`src/rtl/cpu_ctrl_unit_if.sv`:
```
// Memory-side bus of the CPU control unit: request/write/address-select outward, ready back.
interface cpu_ctrl_unit_if;
    // mem_req is held high until the cycle mem_ready is seen high; that cycle completes the access.
    logic mem_req;
    logic mem_we;
    logic mem_addr_sel;
    logic mem_ready;

    modport master (output mem_req, output mem_we, output mem_addr_sel, input mem_ready);
    modport slave  (input mem_req, input mem_we, input mem_addr_sel, output mem_ready);
endinterface

```
`src/rtl/cpu_ctrl_unit.sv`:
```
// Multi-cycle CPU control FSM: FETCH, DECODE, EXEC, MEM, WB, HALT with a memory wait timeout.
// Build option: CPU_CTRL_ILLEGAL_TRAP_EN halts on an unclassified or system instruction instead of NOP.
module cpu_ctrl_unit #(
    parameter int MEM_TIMEOUT = 64
) (
    input  logic                   clk,
    input  logic                   rst_n,
    input  logic                   inst_lui,
    input  logic                   inst_auipc,
    input  logic                   inst_jal,
    input  logic                   inst_jalr,
    input  logic                   inst_branch,
    input  logic                   inst_load,
    input  logic                   inst_store,
    input  logic                   inst_arlog_imm,
    input  logic                   inst_arlog,
    input  logic                   inst_misc_mem,
    input  logic                   inst_system,
    input  logic                   br_cond,
    cpu_ctrl_unit_if.master        mem,
    output logic                   ir_wr,
    output logic                   pc_wr,
    output logic [1:0]             pc_sel,
    output logic                   rf_wr,
    output logic [1:0]             rf_src,
    output logic                   alu_a_sel,
    output logic                   alu_b_sel,
    output logic                   halted,
    output logic                   bus_err,
    output logic [2:0]             dbg_state
);

    typedef enum logic [2:0] {
        FETCH  = 3'd0,
        DECODE = 3'd1,
        EXEC   = 3'd2,
        MEM    = 3'd3,
        WB     = 3'd4,
        HALT   = 3'd5
    } state_t;

    localparam int CW = (MEM_TIMEOUT > 2) ? $clog2(MEM_TIMEOUT) : 1;
    localparam logic [CW-1:0] LIMIT = CW'((MEM_TIMEOUT > 0) ? MEM_TIMEOUT - 1 : 0);

    state_t          state;
    logic [CW-1:0]   wait_cnt;
    logic            timeout_hit;
    logic            illegal;
    logic            mem_op;
    logic            rf_class;

    // Last permitted wait cycle: mem_ready still wins if it arrives here.
    assign timeout_hit = (MEM_TIMEOUT != 0) && (wait_cnt == LIMIT);
    assign illegal  = ~|{inst_lui, inst_auipc, inst_jal, inst_jalr, inst_branch, inst_load,
                         inst_store, inst_arlog_imm, inst_arlog, inst_misc_mem, inst_system}
                      | inst_system;
    assign mem_op   = inst_load | inst_store;
    assign rf_class = inst_lui | inst_auipc | inst_jal | inst_jalr | inst_load
                      | inst_arlog | inst_arlog_imm;

    always_ff @(posedge clk) begin
        if (!rst_n) begin
            state    <= FETCH;
            wait_cnt <= '0;
            bus_err  <= 1'b0;
        end else begin
            case (state)
                FETCH, MEM: begin
                    if (mem.mem_ready) begin
                        state <= (state == FETCH) ? DECODE : WB;
                    end else if (timeout_hit) begin
                        state   <= HALT;
                        bus_err <= 1'b1;
                    end else if (MEM_TIMEOUT != 0) begin
                        wait_cnt <= wait_cnt + CW'(1);
                    end
                end
                DECODE: begin
`ifdef CPU_CTRL_ILLEGAL_TRAP_EN
                    state <= illegal ? HALT : EXEC;
`else
                    state <= EXEC;
`endif
                end
                EXEC: begin
                    wait_cnt <= '0;
                    state    <= (mem_op && !illegal) ? MEM : WB;
                end
                WB: begin
                    wait_cnt <= '0;
                    state    <= FETCH;
                end
                default: state <= HALT;
            endcase
        end
    end

    always_comb begin
        ir_wr            = 1'b0;
        pc_wr            = 1'b0;
        pc_sel           = 2'd0;
        rf_wr            = 1'b0;
        rf_src           = 2'd0;
        alu_a_sel        = 1'b0;
        alu_b_sel        = 1'b0;
        mem.mem_req      = 1'b0;
        mem.mem_we       = 1'b0;
        mem.mem_addr_sel = 1'b0;
        halted           = (state == HALT);
        dbg_state        = state;
        case (state)
            FETCH: begin
                mem.mem_req = 1'b1;
                ir_wr       = mem.mem_ready;
            end
            EXEC: begin
                alu_a_sel = inst_auipc;
                alu_b_sel = inst_arlog_imm | inst_load | inst_store | inst_jalr | inst_auipc;
            end
            MEM: begin
                mem.mem_req      = 1'b1;
                mem.mem_addr_sel = 1'b1;
                mem.mem_we       = inst_store;
            end
            WB: begin
                pc_wr = 1'b1;
                if (!illegal) begin
                    if (inst_jalr)                              pc_sel = 2'd2;
                    else if (inst_jal || (inst_branch && br_cond)) pc_sel = 2'd1;
                    rf_wr = rf_class;
                    if (inst_lui)                   rf_src = 2'd3;
                    else if (inst_load)             rf_src = 2'd1;
                    else if (inst_jal || inst_jalr) rf_src = 2'd2;
                end
            end
            default: ;
        endcase
        // Synchronous reset still silences every strobe in the reset cycle itself.
        if (!rst_n) begin
            ir_wr       = 1'b0;
            pc_wr       = 1'b0;
            rf_wr       = 1'b0;
            mem.mem_req = 1'b0;
            mem.mem_we  = 1'b0;
        end
    end

endmodule

```
`src/flat_wrapper.sv`:
```
// flat-port wrapper written by rule: the top's interface ports become plain ports
module cpu_ctrl_unit_flat 
#(
    parameter int MEM_TIMEOUT = 64
)
  (clk, rst_n, inst_lui, inst_auipc, inst_jal, inst_jalr, inst_branch, inst_load, inst_store, inst_arlog_imm, inst_arlog, inst_misc_mem, inst_system, br_cond, ir_wr, pc_wr, pc_sel, rf_wr, rf_src, alu_a_sel, alu_b_sel, halted, bus_err, dbg_state, mem_mem_req, mem_mem_we, mem_mem_addr_sel, mem_mem_ready);
  cpu_ctrl_unit_if mem_i ();
  input  logic clk;
  input  logic rst_n;
  input  logic inst_lui;
  input  logic inst_auipc;
  input  logic inst_jal;
  input  logic inst_jalr;
  input  logic inst_branch;
  input  logic inst_load;
  input  logic inst_store;
  input  logic inst_arlog_imm;
  input  logic inst_arlog;
  input  logic inst_misc_mem;
  input  logic inst_system;
  input  logic br_cond;
  output logic ir_wr;
  output logic pc_wr;
  output logic [1:0] pc_sel;
  output logic rf_wr;
  output logic [1:0] rf_src;
  output logic alu_a_sel;
  output logic alu_b_sel;
  output logic halted;
  output logic bus_err;
  output logic [2:0] dbg_state;
  output wire logic [$bits(mem_i.mem_req)-1:0] mem_mem_req;
  output wire logic [$bits(mem_i.mem_we)-1:0] mem_mem_we;
  output wire logic [$bits(mem_i.mem_addr_sel)-1:0] mem_mem_addr_sel;
  input wire logic [$bits(mem_i.mem_ready)-1:0] mem_mem_ready;
  assign mem_mem_req = mem_i.mem_req;
  assign mem_mem_we = mem_i.mem_we;
  assign mem_mem_addr_sel = mem_i.mem_addr_sel;
  assign mem_i.mem_ready = mem_mem_ready;
  cpu_ctrl_unit #(.MEM_TIMEOUT(MEM_TIMEOUT)) u_core (.clk(clk), .rst_n(rst_n), .inst_lui(inst_lui), .inst_auipc(inst_auipc), .inst_jal(inst_jal), .inst_jalr(inst_jalr), .inst_branch(inst_branch), .inst_load(inst_load), .inst_store(inst_store), .inst_arlog_imm(inst_arlog_imm), .inst_arlog(inst_arlog), .inst_misc_mem(inst_misc_mem), .inst_system(inst_system), .br_cond(br_cond), .mem(mem_i), .ir_wr(ir_wr), .pc_wr(pc_wr), .pc_sel(pc_sel), .rf_wr(rf_wr), .rf_src(rf_src), .alu_a_sel(alu_a_sel), .alu_b_sel(alu_b_sel), .halted(halted), .bus_err(bus_err), .dbg_state(dbg_state));
endmodule
```
`config.mk`:
```
export PLATFORM = sky130hd
export DESIGN_NAME = cpu_ctrl_unit_flat
export DESIGN_NICKNAME = d
export VERILOG_FILES = /design/src/rtl/cpu_ctrl_unit_if.sv /design/src/rtl/cpu_ctrl_unit.sv /design/src/flat_wrapper.sv
export SDC_FILE = /design/constraint.sdc
export NUM_CORES = 1
export LEC_CHECK = 0
export CORE_MARGIN = 2
export CORE_UTILIZATION = 53
export DETAILED_ROUTE_END_ITERATION = 10
export DONT_BUFFER_PORTS = 1
export GPL_TIMING_DRIVEN = 0
export PLACE_DENSITY = 0.81
export REMOVE_ABC_BUFFERS = 1
export SETUP_SLACK_MARGIN = 0.02
export SYNTH_ARGS = -nofsm -noshare
export SYNTH_HDL_FRONTEND = slang
export SYNTH_SLANG_ARGS = --single-unit
```
`constraint.sdc`:
```
create_clock -name clk -period 1.4 [get_ports clk]
set_input_delay 0.21 -clock clk [delete_from_list [all_inputs] [get_ports clk]]
set_output_delay 0.21 -clock clk [all_outputs]
set_load 0.05 [all_outputs]
```
==> results list <==
- The layout has 96 filler cells.
- Total die area: roughly 1600 um^2
- The worst hold path passes through 2 cells.
* Cell with the largest stage delay on the worst path: nor3_4
* Post-Synthesis Cells: between 80 and 90
- Row generation in the floorplan step produced 13 rows.
- The number of cells on the worst reg-to-reg path is 7.
* Share of the clock period used by the worst path after layout: 145%
- Antenna violations before repair: 0
- The placed instances occupy a cell area of 711 um^2.
- Summing all multi-input logic gate instances after layout gives between 600 and 700 um^2.
* Setup Viol. Count Final: 19
- Clk_lat worst skew: 0.27 ns
* CTS tree: yes
- I/O pin cnt: 32
* Post-placement cell count: 100
- Worst path buffer plus inverter count: 0
- Crit start category: flop
- In this run the tightest slew margin relative to its limit is 51.1%.
* Total grt overflow: 0
- Vias per std cell: 6.37
* Classification of the worst setup path: reg2out
* Critical path, cell by cell: nor2_2, nand2_1, nor2_4, o41ai_4, nor3_4
- Slew at the pin closest to its max-slew limit: 0.731 ns
* Most frequent standard cell in the layout excluding fill and tap cells: nor2_1
- The startpoint identified for the worst hold timing path is rst_n.
- The congestion estimate from routability-driven global placement came to slightly below 0.7.
- The worst-case IR drop observed on VDD is between 0.8 and 0.9 mV.
- Once routing completed, OpenROAD measured the worst setup slack at -0.633 ns.
- Cts bufs inserted: 3
* Leakage power total: 0.338 nW
- Net total in the final layout: 114
* Max Fanout on Critical Path: 7
- The run finished, with violations left.
* Avg WL per Cell: 17.9 um
- The clock passes through at most 2 buffers.
- Sequential standard cell area: 211 um^2
* TritonCTS sink count: 10
- Starting DRC count in detailed routing: 7
* Fin crit period: 2.03 ns
- The via count of the first global-routing pass is 597.
- For this run, the total global-route usage over all layers was measured as 22.3%.
- In this run the power density over the cells is 1220 nW/um^2.
* Layout cell share with drive strength beyond 1: about two fifths
* Delay of the slowest cell on the worst path: 0.50 ns
- For this run, the detailed router's first-pass iteration total came to 4.
- Number of distinct library cell variants in the gate-level netlist after synthesis: 35
* Number of hold violations in the final report: 0
* Sort of element at the end of the critical path: output pin
- After clock tree synthesis, the flow added hold-fix buffers numbering 0.
* Seq/Total Area, Yosys: ~29%
- Chip width: approximately 40 um
- Count of vias placed by the detailed router: 707
* Final non-filler cell total: 111
- The first global-routing pass estimated 2360 um of wire.
- Compared with the post-synthesis result, the final layout area differs by 35.8%.
- Count of pins over their slew limit: 0
* Most frequent cells in the layout: 15 x nor2_1, 7 x dfxtp_1, 5 x a21oi_1
* Highest clock frequency the design can meet: 492 MHz
- Total power consumption of the routed design: 0.00116 W
* DP Wirelength: about 1100 um
- From bottom edge to top edge, the die measures 40.4 um.
- Final routed DRC violation total: 0
- For this run, the number of Yosys warnings is 0.
* Fraction of synthesized cell area taken by the top area cell type: 28.5%
* Total of buffers placed on input and output ports: 0
- Clock skew: 0.00230 ns
- Initial Util: 55.3%
- In this run the worst hold path is classified as in2reg.
- Setup repair after global routing could not meet its margin everywhere.
* Fin util: 75.1%
- Clock Pin Slew Worst Setup and Hold Paths: 0.06 ns
* Total wirelength of the detailed-routed design: 1990 um
- In this run the worst setup path begins at u_core.dbg_state[0].
- Fin area: 953 um^2
- Largest net degree at the start of global routing: 11
- Crit. path cell count: 5
- Data required time of the critical path: 1.19 ns
- Summed instance area of the synthesized netlist: 702 um^2
- Clock Root Buffer: clkbuf_4
* CP arrival: 1.82 ns
* Launch instance of the worst register-to-register path: u_core.dbg_state[1]
* Kind of cell adding the most delay to the critical path: simple AND/OR/NAND/NOR gates
- Diodes inserted: 0
- Floorplan Core Area: roughly 1300 um^2
* Post-route antenna net violation count: 0
* Smallest hold slack: 0.0631 ns
- Synthesized area per cell: 7.89 um^2
- The final reports fail on setup timing.
* Leading area contributor after synthesis: dfxtp_1
* Largest cells by area after synthesis: dfxtp_1 29%, nor2_1 10%, a221oi_4 3.7%
* Number of violations of the max-capacitance limit: 0
- After synthesis the netlist holds a flip-flop and latch count of 10.
* # H-tree levels: 1
==> worst register-to-register path, stage by stage, from the launching register on <==
cell and delay [ns]:
dfxtp_4 0.52, inv_8 0.05, buf_4 0.14, buf_8 0.13, a221oi_4 0.34, nand2_4 0.09
or3_1 0.35, a21oi_1 0.12
==> area by class of cell <==
cell class                 count  area share [%]
timing repair buffer           8            7.09
clock buffer                   3            2.36
sequential                    10            22.2
inverter                       1            1.18
tap                           15            1.97
multi-input combinational     74            65.2
==> path summary, 6_finish.rpt <==
| path | to | slack (ns) |
|---|---|---|
| max | pc_sel[0] | -0.63 |
| min | u_core.dbg_state[2] | 0.06 |
| max reg2reg | u_core.wait_cnt[5] | -0.40 |
| min reg2reg | u_core.wait_cnt[3] | 0.52 |
==> synthesized netlist by cell type <==
master	instances
nand2b_1	1
a22o_1	1
and2_1	1
o311a_1	2
nor4_1	1
clkbuf_1	1
ha_1	1
a31oi_1	1
o21ai_0	1
o2111ai_2	1
or3_1	3
o22ai_1	1
o21bai_1	1
nand3_1	5
o41ai_1	1
mux2i_1	1
and3_2	1
nor3_1	4
a221oi_4	1
nor4b_1	2
xor2_1	3
nand2_1	3
nor3b_1	1
a21oi_1	5
inv_2	1
dfxtp_1	10
buf_6	2
nor2_1	19
o31ai_1	1
nand2_4	1
and3_1	4
nor2b_1	2
buf_4	1
xnor2_1	2
o21ai_1	3
==> power by group <==
part	switching (W)	internal [W]
Combinational	0.000310	0.000207
Sequential	0.000119	0.000322
Clock	0.000102	0.0000996
==> registers in the layout, indices dropped and copies added (netlist names) <==
signal / cells
u_core.wait_cnt: 6
u_core.bus_err: 1
u_core.dbg_state: 3
==> stage by stage <==
| stage | setup WS (ns) | setup TNS (ns) |
|---|---|---|
| 6_report | -0.633 | -7.04 |
| 5_1_grt | -0.717 | -8.10 |
| 3_5_place_dp | -1.32 | -15.29 |
| 3_3_place_gp | -1.74 | -16.86 |
| 2_1_floorplan | -1.62 | -13.88 |
| 4_1_cts | -0.587 | -6.17 |
==> layer usage <==
metal / global-route usage (%) / vias to the layer above / routed length [um]
met2: 40.9 / 33 / 1080
met3: 2.22 / 7 / 115
met4: 16.7 / 0 / 56
li1: - / 341 / -
met5: 0 / - / 0
met1: 22.8 / 326 / 739
==> timing repair <==
item,CTS,global route
pin swaps,7,8
resized for setup,32,12
setup endpoints to repair,25,20
buffers inserted,7,1
==> logic make-up (layout without fill, tap and decap cells) <==
group / Yosys count / in the layout / share of synthesized area, %
AO/OA/AOI/OAI: 19 / 19 / 21.6
AND/OR/NAND/NOR: 48 / 48 / 35.1
buffers and inverters: 5 / 12 / 5.35
flip-flops: 10 / 10 / 28.5
XOR/XNOR: 5 / 5 / 6.24
adder cells (fa/ha/maj): 1 / 1 / 1.78
multiplexers: 1 / 1 / 1.43
(Power assumes the default switching activity.)
